$ cat config.mk
export PLATFORM = sky130hd
export DESIGN_NAME = clock_display_scan
export DESIGN_NICKNAME = d
export VERILOG_FILES = /design/src/rtl/clock_display_scan.sv
export SDC_FILE = /design/constraint.sdc
export NUM_CORES = 1
export LEC_CHECK = 0
export BUFFER_PORTS_ARGS = -buffer_cell sky130_fd_sc_hd__buf_2
export CAP_MARGIN = 20
export CORE_UTILIZATION = 32
export DETAILED_ROUTE_END_ITERATION = 6
export GPL_TIMING_DRIVEN = 0
export HOLD_SLACK_MARGIN = 0.12
export PLACE_DENSITY = 0.51
export SYNTH_ARGS = -nofsm -noshare
export SYNTH_HDL_FRONTEND = slang
export SYNTH_SLANG_ARGS = --single-unit
$ cat constraint.sdc
create_clock -name clk -period 4.55 [get_ports clk]
set_input_delay 1.1375 -clock clk [delete_from_list [all_inputs] [get_ports clk]]
set_output_delay 1.1375 -clock clk [all_outputs]
set_load 0.05 [all_outputs]
$ cat src/rtl/clock_display_scan.sv
// Six-digit multiplexed common-anode 7-segment driver for the clock, stopwatch or timer
// HH:MM:SS value, with frame-coherent snapshots, colon dots and timer-expiry blink.
module clock_display_scan #(
  parameter int SCAN_DIV     = 1000,
  parameter int BLINK_FRAMES = 64
) (
  input  logic       clk,
  input  logic       reset_n,
  input  logic       stopwatch_mode,
  input  logic       timer_mode,
  input  logic [4:0] hours,
  input  logic [5:0] minutes,
  input  logic [5:0] seconds,
  input  logic [4:0] stopwatch_hours,
  input  logic [5:0] stopwatch_minutes,
  input  logic [5:0] stopwatch_seconds,
  input  logic [4:0] timer_hours,
  input  logic [5:0] timer_minutes,
  input  logic [5:0] timer_seconds,
  input  logic       is_stopwatch_running,
  input  logic       is_timer_running,
  input  logic       timer_done,
  output logic [5:0] an_n,
  output logic [6:0] seg_n,
  output logic       dp_n
);

  localparam int TW = (SCAN_DIV > 1) ? $clog2(SCAN_DIV) : 1;
  localparam int FW = (BLINK_FRAMES > 1) ? $clog2(BLINK_FRAMES) : 1;
  localparam logic [3:0] DASH = 4'd10;

  logic [TW-1:0] tick_cnt;
  logic [2:0]    idx;
  logic [FW-1:0] frame_cnt;
  logic          phase;
  logic [4:0]    snap_h;
  logic [5:0]    snap_m;
  logic [5:0]    snap_s;
  logic          snap_colon;

  logic          tick;
  logic          frame_last;
  logic          blank;
  logic [4:0]    sel_h;
  logic [5:0]    sel_m;
  logic [5:0]    sel_s;
  logic          sel_colon;
  logic [4:0]    cur_h;
  logic [5:0]    cur_m;
  logic [5:0]    cur_s;
  logic [7:0]    h_bcd;
  logic [7:0]    m_bcd;
  logic [7:0]    s_bcd;
  logic [3:0]    cur_digit;

  // Two BCD digits, or a dash pair when the field exceeds its legal maximum.
  function automatic logic [7:0] to_bcd(input logic [5:0] v, input logic [5:0] max_v);
    if (v > max_v)
      return {DASH, DASH};
    return {4'(v / 6'd10), 4'(v % 6'd10)};
  endfunction

  // Active-low {g,f,e,d,c,b,a}.
  function automatic logic [6:0] seg_font(input logic [3:0] d);
    case (d)
      4'd0:    return 7'b1000000;
      4'd1:    return 7'b1111001;
      4'd2:    return 7'b0100100;
      4'd3:    return 7'b0110000;
      4'd4:    return 7'b0011001;
      4'd5:    return 7'b0010010;
      4'd6:    return 7'b0000010;
      4'd7:    return 7'b1111000;
      4'd8:    return 7'b0000000;
      4'd9:    return 7'b0010000;
      DASH:    return 7'b0111111;
      default: return 7'b1111111;
    endcase
  endfunction

  assign tick       = (tick_cnt == TW'(SCAN_DIV - 1));
  assign frame_last = (frame_cnt == FW'(BLINK_FRAMES - 1));
  assign blank      = timer_mode & ~stopwatch_mode & timer_done & phase;

  always_comb begin
    sel_h     = hours;
    sel_m     = minutes;
    sel_s     = seconds;
    sel_colon = 1'b1;
    if (stopwatch_mode) begin
      sel_h     = stopwatch_hours;
      sel_m     = stopwatch_minutes;
      sel_s     = stopwatch_seconds;
      sel_colon = is_stopwatch_running;
    end else if (timer_mode) begin
      sel_h     = timer_hours;
      sel_m     = timer_minutes;
      sel_s     = timer_seconds;
      sel_colon = is_timer_running;
    end
  end

  // Digit 0 shows the live selection; the rest of the frame replays its snapshot.
  always_comb begin
    cur_h = snap_h;
    cur_m = snap_m;
    cur_s = snap_s;
    if (idx == 3'd0) begin
      cur_h = sel_h;
      cur_m = sel_m;
      cur_s = sel_s;
    end
  end

  assign h_bcd = to_bcd({1'b0, cur_h}, 6'd23);
  assign m_bcd = to_bcd(cur_m, 6'd59);
  assign s_bcd = to_bcd(cur_s, 6'd59);

  always_comb begin
    cur_digit = DASH;
    case (idx)
      3'd0:    cur_digit = h_bcd[7:4];
      3'd1:    cur_digit = h_bcd[3:0];
      3'd2:    cur_digit = m_bcd[7:4];
      3'd3:    cur_digit = m_bcd[3:0];
      3'd4:    cur_digit = s_bcd[7:4];
      3'd5:    cur_digit = s_bcd[3:0];
      default: cur_digit = DASH;
    endcase
  end

  always_ff @(posedge clk or negedge reset_n) begin
    if (!reset_n) begin
      tick_cnt   <= '0;
      idx        <= 3'd0;
      frame_cnt  <= '0;
      phase      <= 1'b0;
      snap_h     <= '0;
      snap_m     <= '0;
      snap_s     <= '0;
      snap_colon <= 1'b0;
      an_n       <= 6'b111111;
      seg_n      <= 7'h7F;
      dp_n       <= 1'b1;
    end else begin
      tick_cnt <= tick ? '0 : tick_cnt + 1'b1;
      if (tick) begin
        an_n  <= blank ? 6'b111111 : ~(6'b000001 << idx);
        seg_n <= seg_font(cur_digit);
        dp_n  <= blank | ~(snap_colon & ((idx == 3'd1) | (idx == 3'd3)));
        idx   <= (idx == 3'd5) ? 3'd0 : idx + 3'd1;
        if (idx == 3'd0) begin
          snap_h     <= sel_h;
          snap_m     <= sel_m;
          snap_s     <= sel_s;
          snap_colon <= sel_colon;
        end
        // Blink cadence restarts from a lit phase whenever the expiry flag drops.
        if (!timer_done) begin
          frame_cnt <= '0;
          phase     <= 1'b0;
        end else if (idx == 3'd5) begin
          if (frame_last) begin
            frame_cnt <= '0;
            phase     <= ~phase;
          end else begin
            frame_cnt <= frame_cnt + 1'b1;
          end
        end
      end
    end
  end

endmodule

Word level (Yosys, flattened, before mapping) --
Memory sizes are Yosys's and may differ from the RTL's. A register that Yosys moved wholly into a read port is not among the register bits. Cells that the tools add are included.
Storage, ports and cells: latch bits 0, memory bits (writable) 0, memory bits (read-only) 112, logic and storage cells 78, memories kept 1, register bits 45
Cells by class: reduce and logical (&&, ||, !) cells 5, eq/ne operators 9, add/subtract/negate cells 3, bitwise logic cells 10, divide/modulo/power cells 6, multiply operators 0, order comparisons 3, mux-type cells 30, shift operators 1
Memory list:
- (name not given) | words 16, bits a word 7, read ports 1, clocked after Yosys merged registers in 1, wr ports 0, RTL line 65 | case (d)
Operator list (number):
- 6-bit two-way mux | 10
- 8-bit two-way mux | 6
- 4-bit one-hot mux with 6 select lines | 1
- 5-bit two-way mux | 3
- 6-bit by 4-bit divider with 6-bit output (second input constant) | 2
- 6-bit > comparator (second input constant) | 2
- 6-bit by 4-bit remainder unit with 6-bit output (second input constant) | 2
- 10-bit by 1-bit adder with 10-bit output (second input constant) | 1
- 10-bit == test (second input constant) | 1
- 10-bit two-way mux | 1
- 1-bit two-way mux | 8
- 6-bit by 1-bit adder with 6-bit output (second input constant) | 1
- 5-bit by 4-bit divider with 6-bit output (second input constant) | 1
- 3-bit by 2-bit == test with 1-bit output (second input constant) | 2
- 3-bit == test (second input constant) | 2
- 6-bit == test (second input constant) | 1
- 5-bit by 4-bit remainder unit with 6-bit output (second input constant) | 1
- 6-bit inverter | 1
- 1-bit by 3-bit left shift with 6-bit output (first input constant) | 1
- 5-bit > comparator (second input constant) | 1
- 1-bit bitwise AND | 4
- 2-bit by 1-bit inequality test with 1-bit output (second input constant) | 2
- 2-bit AND reduction | 2
- 3-bit by 1-bit adder with 3-bit output (second input constant) | 1
- other kinds (7) | 10

Logic depth before layout (Yosys ltp) --
Gate-level depths: netlist of run 1.
depth in word-level cells 7, depth in mapped cells 18

Worst setup path before layout of run 1 --
OpenSTA, ideal clock, no wires.
kind input to register, start input port timer_mode, end register seg_n[0], path slack -15 ps, data required time 4461 ps, cell stages on the path 16, data arrival time 4476 ps, cells stage by stage buf_2 mux2_2 o211a_1 or2_4 inv_2 ha_1 nand2b_1 nor3_1 a21oi_1 o311a_2 or3_1 o2111ai_1 inv_1 ha_1 o41ai_1 a21oi_1
On the way: cells in the longest elaborated chain, start to end 7, elaborated cells on any way between the ends 25
RTL lines:
- start: declaration | RTL line 10 | input logic timer_mode,
- branches (longest 6 deep; another with 6-bit by 4-bit remainder unit with 6-bit output)
- 4-bit one-hot mux with 6 select lines (*) | RTL line 121 | case (idx)
- end: declaration | RTL line 24 | output logic [6:0] seg_n,
Mark *: on every way between the ends. A chain may end at the register's enable or synchronous reset.

Worst setup path after layout of run 1 --
start input port stopwatch_mode, end register seg_n[6]
On the way: cells in the longest elaborated chain, start to end 6, elaborated cells on any way between the ends 22
RTL lines:
- start: declaration | RTL line 9 | input logic stopwatch_mode,
- branches (longest 5 deep; another with 6-bit by 4-bit remainder unit with 6-bit output)
- 4-bit one-hot mux with 6 select lines (*) | RTL line 121
Marks and branches as above.

==> flow_summary.yaml, run 1 <==
worst_setup_path:
  crit_chain: "buf_2 -> clkbuf_4 -> clkinv_1 -> buf_2 -> a211oi_1 -> a211o_1 -> a21oi_1 -> a311oi_1 -> ha_1 -> xor2_1 -> o22ai_1 -> a311oi_2 -> o211a_1 -> xnor2_1 -> o31a_1"
  slowest_stage: "a211oi_1"
  critPathBufInv: 4
  end_kind: "flop"
  r2r_end: "seg_n[4]"
  path_class: "in -> reg"
  rrSetupSlack_ns: 0.52
  r2r.worst_path.cells: 14
  required_ns: 4.79
  cp_slowest_stage_delay_ns: 0.43
  cp-start-kind: "input pin"
  worstPathArrival_ns: 4.60
  r2r-start: "idx[0]"
  cp_max_fo: 10
  cp_common_cell: "buf_2"
  path_delay_family: "compound AO/OA/AOI/OAI gates"
status:
  run_status: "completed"
logic_synthesis:
  synthTopCellsByArea: "dfrtp_1 22%, dfstp_2 8.5%, nand2_1 6.2%"
  synth_top_area_cell: "dfrtp_1"
  synth-edff-count: 0
  syn-mean-instance-area_um2: 8.35
  ys_top_cells_by_count: "71 x nand2_1, 43 x o21ai_0, 38 x dfrtp_1"
  synth_top_area_share: 0.220
  syn_nets: 588
  ys_ff_latch: 52
  yosysMostFrequentCell: "nand2_1"
  async_flop_share: 1.00
  synth_ff_type: "dfrtp_1"
  synth_area_mm2: 0.00433
  yosysWarnings: 0
  synth.distinct_cells: 86
  synth_cells: 518
  ys_seq_area_frac: 0.305
clock_network:
  cts_tree: "yes"
  cts_num_sinks: 52
  clock_latency_ns: 0.31
  root_buffer: "clkbuf_16"
  cts_buffers: 5
  clk_transition_reported_paths_ns: 0.08
  cts_buffer_depth: 2
  h-tree-depth: 2
global_route:
  grt_pass1_vias: 4185
  use_met2: 0.336
  grtUsageTotal: 0.197
  busiest_layer: "met2"
  use_met1: 0.257
  antenna_found_initial: 0
  grt-ovfl-total: 0
  met3_usage: 0.0285
  grt_pass1_wl_mm: 22.0
  grt_max_degree: 38
power:
  ir_drop_uv: 138
  cellPowerDensity_mw_per_mm2: 231
  p_leak_nw: 2.16
sta:
  drv_slew: 0
  setup_viol: 0
  hold_violations: 0
  tightest_slew_ns: 0.989
  fin_setup_tns_ns: 0
  fin_skew_ns: 0.00922
  fmax_mhz: 229
  min_period_over_period: 0.958
  slew_headroom: 0.336
  post-route-min-period_ns: 4.36
routing:
  wl_per_cell_um: 17.2
  vias: 4298
  drt_iter0_markers: 278
  drt_wl_total_mm: 13.4
  viasPerCell: 5.53
  ant_nets: 0
  drcViolationCount: 0
  drtPass1Iterations: 4
place:
  io_buffers: 69
  gp_congestion: 0.873
  dp_hpwl_mm: 10.2
final_layout:
  final_nets: 670
  fill_cells: 1354
  syn2layout_area_growth_pct: 20.6
  final_layout_size_suffix_gt1_frac: 0.251
  diodes: 0
  fin_util: 0.396
floorplanning:
  pin_count: 72
  dieWidth_um: 118
  rows: 42
  fp.coreArea_mm2: 0.0132
  die_y_um: 118
  die_area_mm2: 0.0140
  initial_utilization: 0.328
hold_path:
  min_path_type: "reg -> reg"
  whs_path_depth: 1
  worst_hold_path.endpoint: "tick_cnt[0]"
  hp-start: "tick_cnt[0]"
flow_run:
  drv_cap: 0
cell usage in the layout, fill, tap and decap left out, types with 11 or more instances in the layout:
| master | Yosys | final |
|---|---|---|
| mux2i_1 | 13 | 13 |
| ha_1 | 12 | 11 |
| clkbuf_1 | 14 | 13 |
| o211ai_1 | 14 | 14 |
| mux2_2 | 12 | 12 |
| dfrtp_1 | 38 | 38 |
| o21ai_0 | 43 | 43 |
| nand3_1 | 16 | 16 |
| and2_1 | 13 | 13 |
| nand2_1 | 71 | 70 |
| a21oi_1 | 23 | 22 |
| nor2_1 | 35 | 35 |
| dfstp_2 | 14 | 14 |
| nand2b_1 | 12 | 12 |
| buf_2 | 8 | 73 |
repair_timing:
item	CTS	global route
cloned	0	0
hold endpoints to repair	0	0
buffers inserted	0	5
resized for setup	2	20
pin swaps	0	5
setup endpoints to repair	2	7
hold buffers	0	0
how the worst max path moves through the flow:
stage,to,from,slack [ns],cells after the start
2_1_floorplan,seg_n[0],timer_mode,0.1,16
3_3_place_gp,seg_n[0],stopwatch_mode,-0.31,16
3_5_place_dp,seg_n[6],stopwatch_mode,-0.32,16
4_1_cts,seg_n[0],timer_mode,0.0001,16
5_1_grt,seg_n[0],stopwatch_mode,-0.002,16
6_report,seg_n[6],stopwatch_mode,0.19,15
cell families after synthesis:
group                      share of synthesized area
adders and majority gates                     0.0347
buffers and inverters                         0.0414
AOI/OAI and AO/OA                              0.309
xor gates and xnor gates                      0.0283
muxes                                         0.0691
DFF                                            0.305
and+or+nand+nor                                0.213
per-layer routing:
metal,wire [um],vias up
li1,-,2112
met1,6320,2091
met2,6500,81
met3,406,14
met4,167,0
met5,0,-
sequential cells by signal (all words and copies together), names as in the netlist:
register and cells:
an_n 6, dp_n 1, frame_cnt 6, idx 3
phase 1, seg_n 7, snap_colon 1, snap_h 5
snap_m 6, snap_s 6, tick_cnt 10
final cells by class:
cell class              count  area [um^2]  area share
multi-input cells         428         2930       0.562
flip-flops and latches     52         1320       0.253
repair buffers             75          403      0.0772
well taps                 176          220      0.0422
plain buffers              27          151      0.0290
clock buffers               5          125      0.0240
inverters                  11         41.3     0.00791
clock inverters             3         26.3     0.00503
report_power, final:
group	switching, mW	internal [mW]	leakage (nW)
clock network	0.200	0.209	0.0680
registers	0.00240	0.467	0.582
logic	0.190	0.135	1.51
per-stage QoR:
stage | total power [mW] | hold WS [ns] | instance area (um^2) | setup slack, ns | instances
4_1_cts | 1.20 | 0.470 | 5080 | 0.000135 | 772
3_5_place_dp | 0.779 | 0.459 | 4920 | -0.323 | 764
5_1_grt | 1.27 | 0.479 | 5220 | -0.00220 | 777
6_report | 1.20 | 0.469 | 5220 | 0.190 | 777
3_3_place_gp | 0.771 | 0.453 | 4900 | -0.315 | 763
2_1_floorplan | 0.687 | 0.433 | 4330 | 0.0989 | 518
Note: power is estimated with default switching activity, not from simulation.
==> inputs of run 2 (changes only) <==
--- a/config.mk
+++ b/config.mk
@@ -5,7 +5,7 @@
 export SDC_FILE = /design/constraint.sdc
 export NUM_CORES = 1
 export LEC_CHECK = 0
-export BUFFER_PORTS_ARGS = -buffer_cell sky130_fd_sc_hd__buf_2
+export BUFFER_PORTS_ARGS = -buffer_cell sky130_fd_sc_hd__buf_4
 export CAP_MARGIN = 20
 export CORE_UTILIZATION = 32
 export DETAILED_ROUTE_END_ITERATION = 6
==> run 2 against run 1 <==
  * Final area grew 2.0%
  * Largest power group unchanged
  * Cell count is 0.39% lower
  * Power hardly changed
  * Highest routed layer unchanged
  * First-iteration DRC count fell by 9.4%
==> flow_summary.yaml, run 2 (same netlist as run 1, synthesis figures left out) <==
status:
  run_status: "completed"
sta:
  drv_slew: 0
  rsz0062_at_grt: "no"
  holdWs_ns: 0.461
  post-route-min-period_ns: 4.35
  min_period_over_period: 0.955
  tightest_slew_ns: 0.973
  setup_viol: 0
  slew_headroom: 0.346
  fmax_mhz: 230
  fin_skew_ns: 0.00529
  hold_violations: 0
global_route:
  use_met1: 0.253
  grt_max_degree: 53
  met3_usage: 0.0299
  grtUsageTotal: 0.196
  use_met2: 0.336
  busiest_layer: "met2"
  antenna_found_initial: 0
  grt_pass1_wl_mm: 21.8
  grt-ovfl-total: 0
  grt_pass1_vias: 4321
worst_setup_path:
  path_class: "in -> reg"
  r2r.worst_path.cells: 14
  end_kind: "flop"
  worstPathArrival_ns: 4.57
  cp_max_fo: 10
  cp-start-kind: "input pin"
  rrSetupSlack_ns: 0.52
  required_ns: 4.77
routing:
  drt_iter0_markers: 252
  viasPerCell: 5.63
  drtPass1Iterations: 5
  ant_nets: 0
  drt_wl_total_mm: 13.4
  drcViolationCount: 0
  wl_per_cell_um: 17.3
  vias: 4360
final_layout:
  diodes: 0
  reg_top3: "tick_cnt: 10 flops, seg_n: 7 flops"
  top_register: "tick_cnt"
  final_layout_size_suffix_gt1_frac: 0.247
  fin_area_mm2: 0.00532
  final_cell_mix: "74 x buf_4, 71 x nand2_1, 43 x o21ai_0"
  largest_register_ff_count: 10
  syn2layout_area_growth_pct: 23.0
  final_common_cell: "buf_4"
  final_nets: 667
floorplanning:
  die_area_mm2: 0.0140
  initial_utilization: 0.328
  dieWidth_um: 118
  fp.coreArea_mm2: 0.0132
  rows: 42
  die_y_um: 118
  pin_count: 72
place:
  dp_hpwl_mm: 10.1
  place_area_mm2: 0.00507
  io_buffers: 69
  gp_congestion: 0.882
clock_network:
  cts_tree: "yes"
  cts_buffers: 5
  clk_transition_reported_paths_ns: 0.08
  cts_num_sinks: 52
  cts_hold_buffers: 0
  h-tree-depth: 2
  cts_buffer_depth: 2
  root_buffer: "clkbuf_16"
  clock_latency_ns: 0.30
flow_run:
  drv_cap: 0
power:
  ir_drop_uv: 134
  cellPowerDensity_mw_per_mm2: 226
  p_leak_nw: 2.21
hold_path:
  min_path_type: "reg -> reg"
  whs_path_depth: 1
==> run 2: cell count changes in the layout (fill, tap and decap cells not counted), sizes merged <==
| cell | change |
|---|---|
| clkbuf | -3 |
| clkinv | +1 |
| clkinvlp | -1 |
==> run 2: critical path, cell delays in order <==
cell and delay [ns]:
buf_4 0.17, mux2_2 0.38, o211ai_1 0.24, nand2_1 0.19
inv_1 0.23, ha_4 0.18, nand2b_1 0.09, nor3_1 0.17
a21oi_1 0.09, o311a_2 0.40, or3_1 0.40, o2111ai_4 0.17
inv_2 0.09, ha_1 0.21, o41ai_2 0.32, a21oi_1 0.09
==> run 2: power by group <==
part / internal, mW / switching (mW)
clock: 0.209 / 0.196
sequential: 0.467 / 0.00246
combinational: 0.143 / 0.186
==> run 2: per-layer routing <==
layer / wire length, um / vias up
met2: 6390 / 97
met3: 513 / 18
met5: 0 / -
met4: 223 / 0
li1: - / 2105
met1: 6250 / 2140
==> run 2: worst paths after layout <==
kind                             start            to
setup / recovery            timer_mode      seg_n[0]
hold / removal             tick_cnt[0]   tick_cnt[0]
setup reg to reg                idx[0]      seg_n[5]
hold reg to reg            tick_cnt[0]   tick_cnt[0]
max in group asynchronous      reset_n  frame_cnt[5]
min in group asynchronous      reset_n     snap_s[5]
==> run 2: repair_timing <==
action	CTS	global route
gates resized for setup	1	17
setup endpoints to repair	1	7
buffers inserted	0	3
pin swaps	0	3
==> run 2: metrics by stage <==
stage / setup slack [ns] / TNS (ns) / util / std cells / total power, mW
2_1_floorplan: 0.0989 / 0 / - / 518 / 0.687
3_5_place_dp: -0.373 / -1.93 / 0.384 / 763 / 0.790
4_1_cts: 0.0386 / 0 / 0.396 / 771 / 1.20
5_1_grt: 0.0195 / 0 / 0.404 / 774 / 1.27
6_report: 0.204 / 0 / 0.404 / 774 / 1.20
3_3_place_gp: -0.276 / -1.39 / 0.384 / 763 / 0.785
==> run 2: area by class of cell <==
cell class / instances / area (um^2)
Clock buffer: 5 / 125
Buffer: 27 / 146
Tap cell: 176 / 220
Fill cell: 1350 / 7870
Inverter: 11 / 41.3
Multi-Input combinational cell: 428 / 2900
Sequential cell: 52 / 1320
Clock inverter: 3 / 27.5
Timing Repair Buffer: 72 / 541
==> inputs of run 3 (changes only) <==
--- a/config.mk
+++ b/config.mk
@@ -8,6 +8,7 @@
 export BUFFER_PORTS_ARGS = -buffer_cell sky130_fd_sc_hd__buf_4
 export CAP_MARGIN = 20
 export CORE_UTILIZATION = 32
+export CTS_BUF_LIST = sky130_fd_sc_hd__clkbuf_8
 export DETAILED_ROUTE_END_ITERATION = 6
 export GPL_TIMING_DRIVEN = 0
 export HOLD_SLACK_MARGIN = 0.12
==> run 3 against run 2 <==
  * Critical path depth is the same
  * Cell count shrank 0.26%
  * Combinational power barely moved
  * Wire length rose by 0.36%
  * Final area decreased by 1.5%
  * Fmax fell by 0.83%
  * Hold slack gained 0.0052 ns
  * Power down 9.2%
  * Highest routed layer unchanged
==> flow_summary.yaml, run 3 (same netlist as run 1, synthesis figures left out) <==
floorplanning:
  die_area_mm2: 0.0140
  fp.coreArea_mm2: 0.0132
  die_y_um: 118
  initial_utilization: 0.328
  dieWidth_um: 118
  pin_count: 72
  rows: 42
sta:
  hold_violations: 0
  setup_viol: 0
  drv_slew: 0
  post-route-min-period_ns: 4.38
  tightest_slew_ns: 0.967
  fin_ws_ns: 0.168
  min_period_over_period: 0.963
  fmax_mhz: 228
  fin_skew_ns: 0.00691
  rsz0062_at_grt: "no"
  slew_headroom: 0.350
final_layout:
  diodes: 0
  final_cell_mix: "72 x buf_4, 71 x nand2_1, 43 x o21ai_0"
  layout.cells.non_filler: 772
  final_common_cell: "buf_4"
  final_nets: 665
  fill_cells: 1354
  syn2layout_area_growth_pct: 21.2
  largest_register_ff_count: 10
  reg_top3: "tick_cnt: 10 flops, seg_n: 7 flops"
  final_layout_size_suffix_gt1_frac: 0.242
  top_register: "tick_cnt"
power:
  p_comb_frac: 0.298
  p_int_uw: 721
  ir_drop_uv: 121
  switching_share: 0.340
  p_leak_nw: 2.17
  cellPowerDensity_mw_per_mm2: 209
  netSwitchingPower_uw: 372
  seq_power_share: 0.430
  clkPwrFrac: 0.272
place:
  dp_slack_ns: -0.373
  gp_congestion: 0.882
  dp_hpwl_mm: 10.1
  dp.cells: 763
  io_buffers: 69
routing:
  met2WireLength_mm: 6.45
  met3RoutedLength_um: 506
  vias: 4319
  highest_layer: "met4"
  wl_per_cell_um: 17.4
  ant_nets: 0
  viasPerCell: 5.59
  drt_iter0_markers: 247
  drcViolationCount: 0
  drt_wl_total_mm: 13.4
  drtPass1Iterations: 5
  wirelength_met1_mm: 6.26
flow_run:
  drv_cap: 0
global_route:
  grt_pass1_vias: 4333
  grt-ovfl-total: 0
  antenna_found_initial: 0
  grt_pass1_wl_mm: 21.7
  grtUsageTotal: 0.195
  grt_max_degree: 53
clock_network:
  clk_transition_reported_paths_ns: 0.11
  h-tree-depth: 2
  cts_tree: "yes"
  root_buffer: "clkbuf_8"
  cts_hold_buffers: 0
  cts_buffer_depth: 2
  clock_latency_ns: 0.33
  cts_num_sinks: 52
  cts_buffers: 5
worst_setup_path:
  cp_slowest_stage_delay_ns: 0.41
  critPathBufInv: 3
  path_delay_family: "compound AO/OA/AOI/OAI gates"
  end_kind: "flop"
  slowest_stage: "or3_1"
  worstPathArrival_ns: 4.63
  path_class: "in -> reg"
  crit_chain: "buf_4 -> mux2_2 -> o211a_1 -> or2_4 -> inv_2 -> ha_4 -> nand2b_1 -> nor3_1 -> a21oi_1 -> o311a_2 -> or3_1 -> o2111ai_4 -> inv_2 -> ha_1 -> o41ai_1 -> a21oi_1"
  required_ns: 4.80
  cp-start-kind: "input pin"
  cp_max_fo: 10
hold_path:
  min_path_type: "reg -> reg"
status:
  run_status: "completed"
run 3: power by group through the flow:
stage / combinational [mW] / sequential (mW) / clock (mW)
finish: 0.326 / 0.470 / 0.297
floorplan: 0.205 / 0.482 / 0
global placement: 0.306 / 0.479 / 0
detailed placement: 0.312 / 0.479 / 0
CTS: 0.313 / 0.470 / 0.315
global route: 0.358 / 0.471 / 0.330
run 3: metrics by stage:
step | instance area, um^2 | util | setup TNS [ns] | total power [mW] | hold WS (ns)
2_1_floorplan | 4330 | - | 0 | 0.687 | 0.433
3_3_place_gp | 5070 | 0.384 | -1.39 | 0.785 | 0.453
3_5_place_dp | 5070 | 0.384 | -1.93 | 0.790 | 0.453
4_1_cts | 5170 | 0.392 | 0 | 1.10 | 0.470
5_1_grt | 5240 | 0.398 | 0 | 1.16 | 0.484
6_report | 5240 | 0.398 | 0 | 1.09 | 0.466
run 3: final cells by class:
class                           instances  area, um^2  area share
Multi-Input combinational cell        428        2900       0.552
Sequential cell                        52        1320       0.251
Buffer                                 27         146      0.0279
Inverter                               11        41.3     0.00787
Clock buffer                            5        68.8      0.0131
Tap cell                              176         220      0.0420
Timing Repair Buffer                   70         526       0.100
Clock inverter                          3        27.5     0.00525
run 3: path summary, 6_finish.rpt:
check	from	to	slack [ns]	depth (start not counted)
hold reg to reg	tick_cnt[0]	tick_cnt[0]	0.47	1
setup / recovery	timer_mode	seg_n[0]	0.17	16
max in group asynchronous	reset_n	frame_cnt[5]	3.23	1
min in group asynchronous	reset_n	snap_h[0]	0.86	1
setup reg to reg	idx[0]	seg_n[5]	0.50	14
hold / removal	tick_cnt[0]	tick_cnt[0]	0.47	1
run 3: worst reg2reg max path, cell delays in order, from the launching register on:
cell,delay (ns)
dfrtp_1,0.39
buf_2,0.18
nor3_2,0.40
buf_4,0.27
buf_2,0.28
mux2i_1,0.43
nor2_1,0.08
a21oi_1,0.14
ha_1,0.26
or4_1,0.54
a31o_1,0.24
nand4_1,0.19
a31o_2,0.23
mux2i_1,0.11
a211oi_2,0.24
run 3: per-layer routing:
| metal | vias to the layer above | GRT usage |
|---|---|---|
| met5 | - | 0 |
| met3 | 17 | 0.0299 |
| met1 | 2101 | 0.252 |
| li1 | 2103 | - |
| met4 | 0 | 0.0561 |
| met2 | 98 | 0.336 |
run 3: repair_timing:
action                                  in CTS  in global routing
pin swaps                                    0                  3
hold endpoints to repair                     0                  0
gates cloned                                 0                  0
gates resized for setup                      1                 15
buffers inserted                             0                  1
endpoints found under the setup margin       1                  7
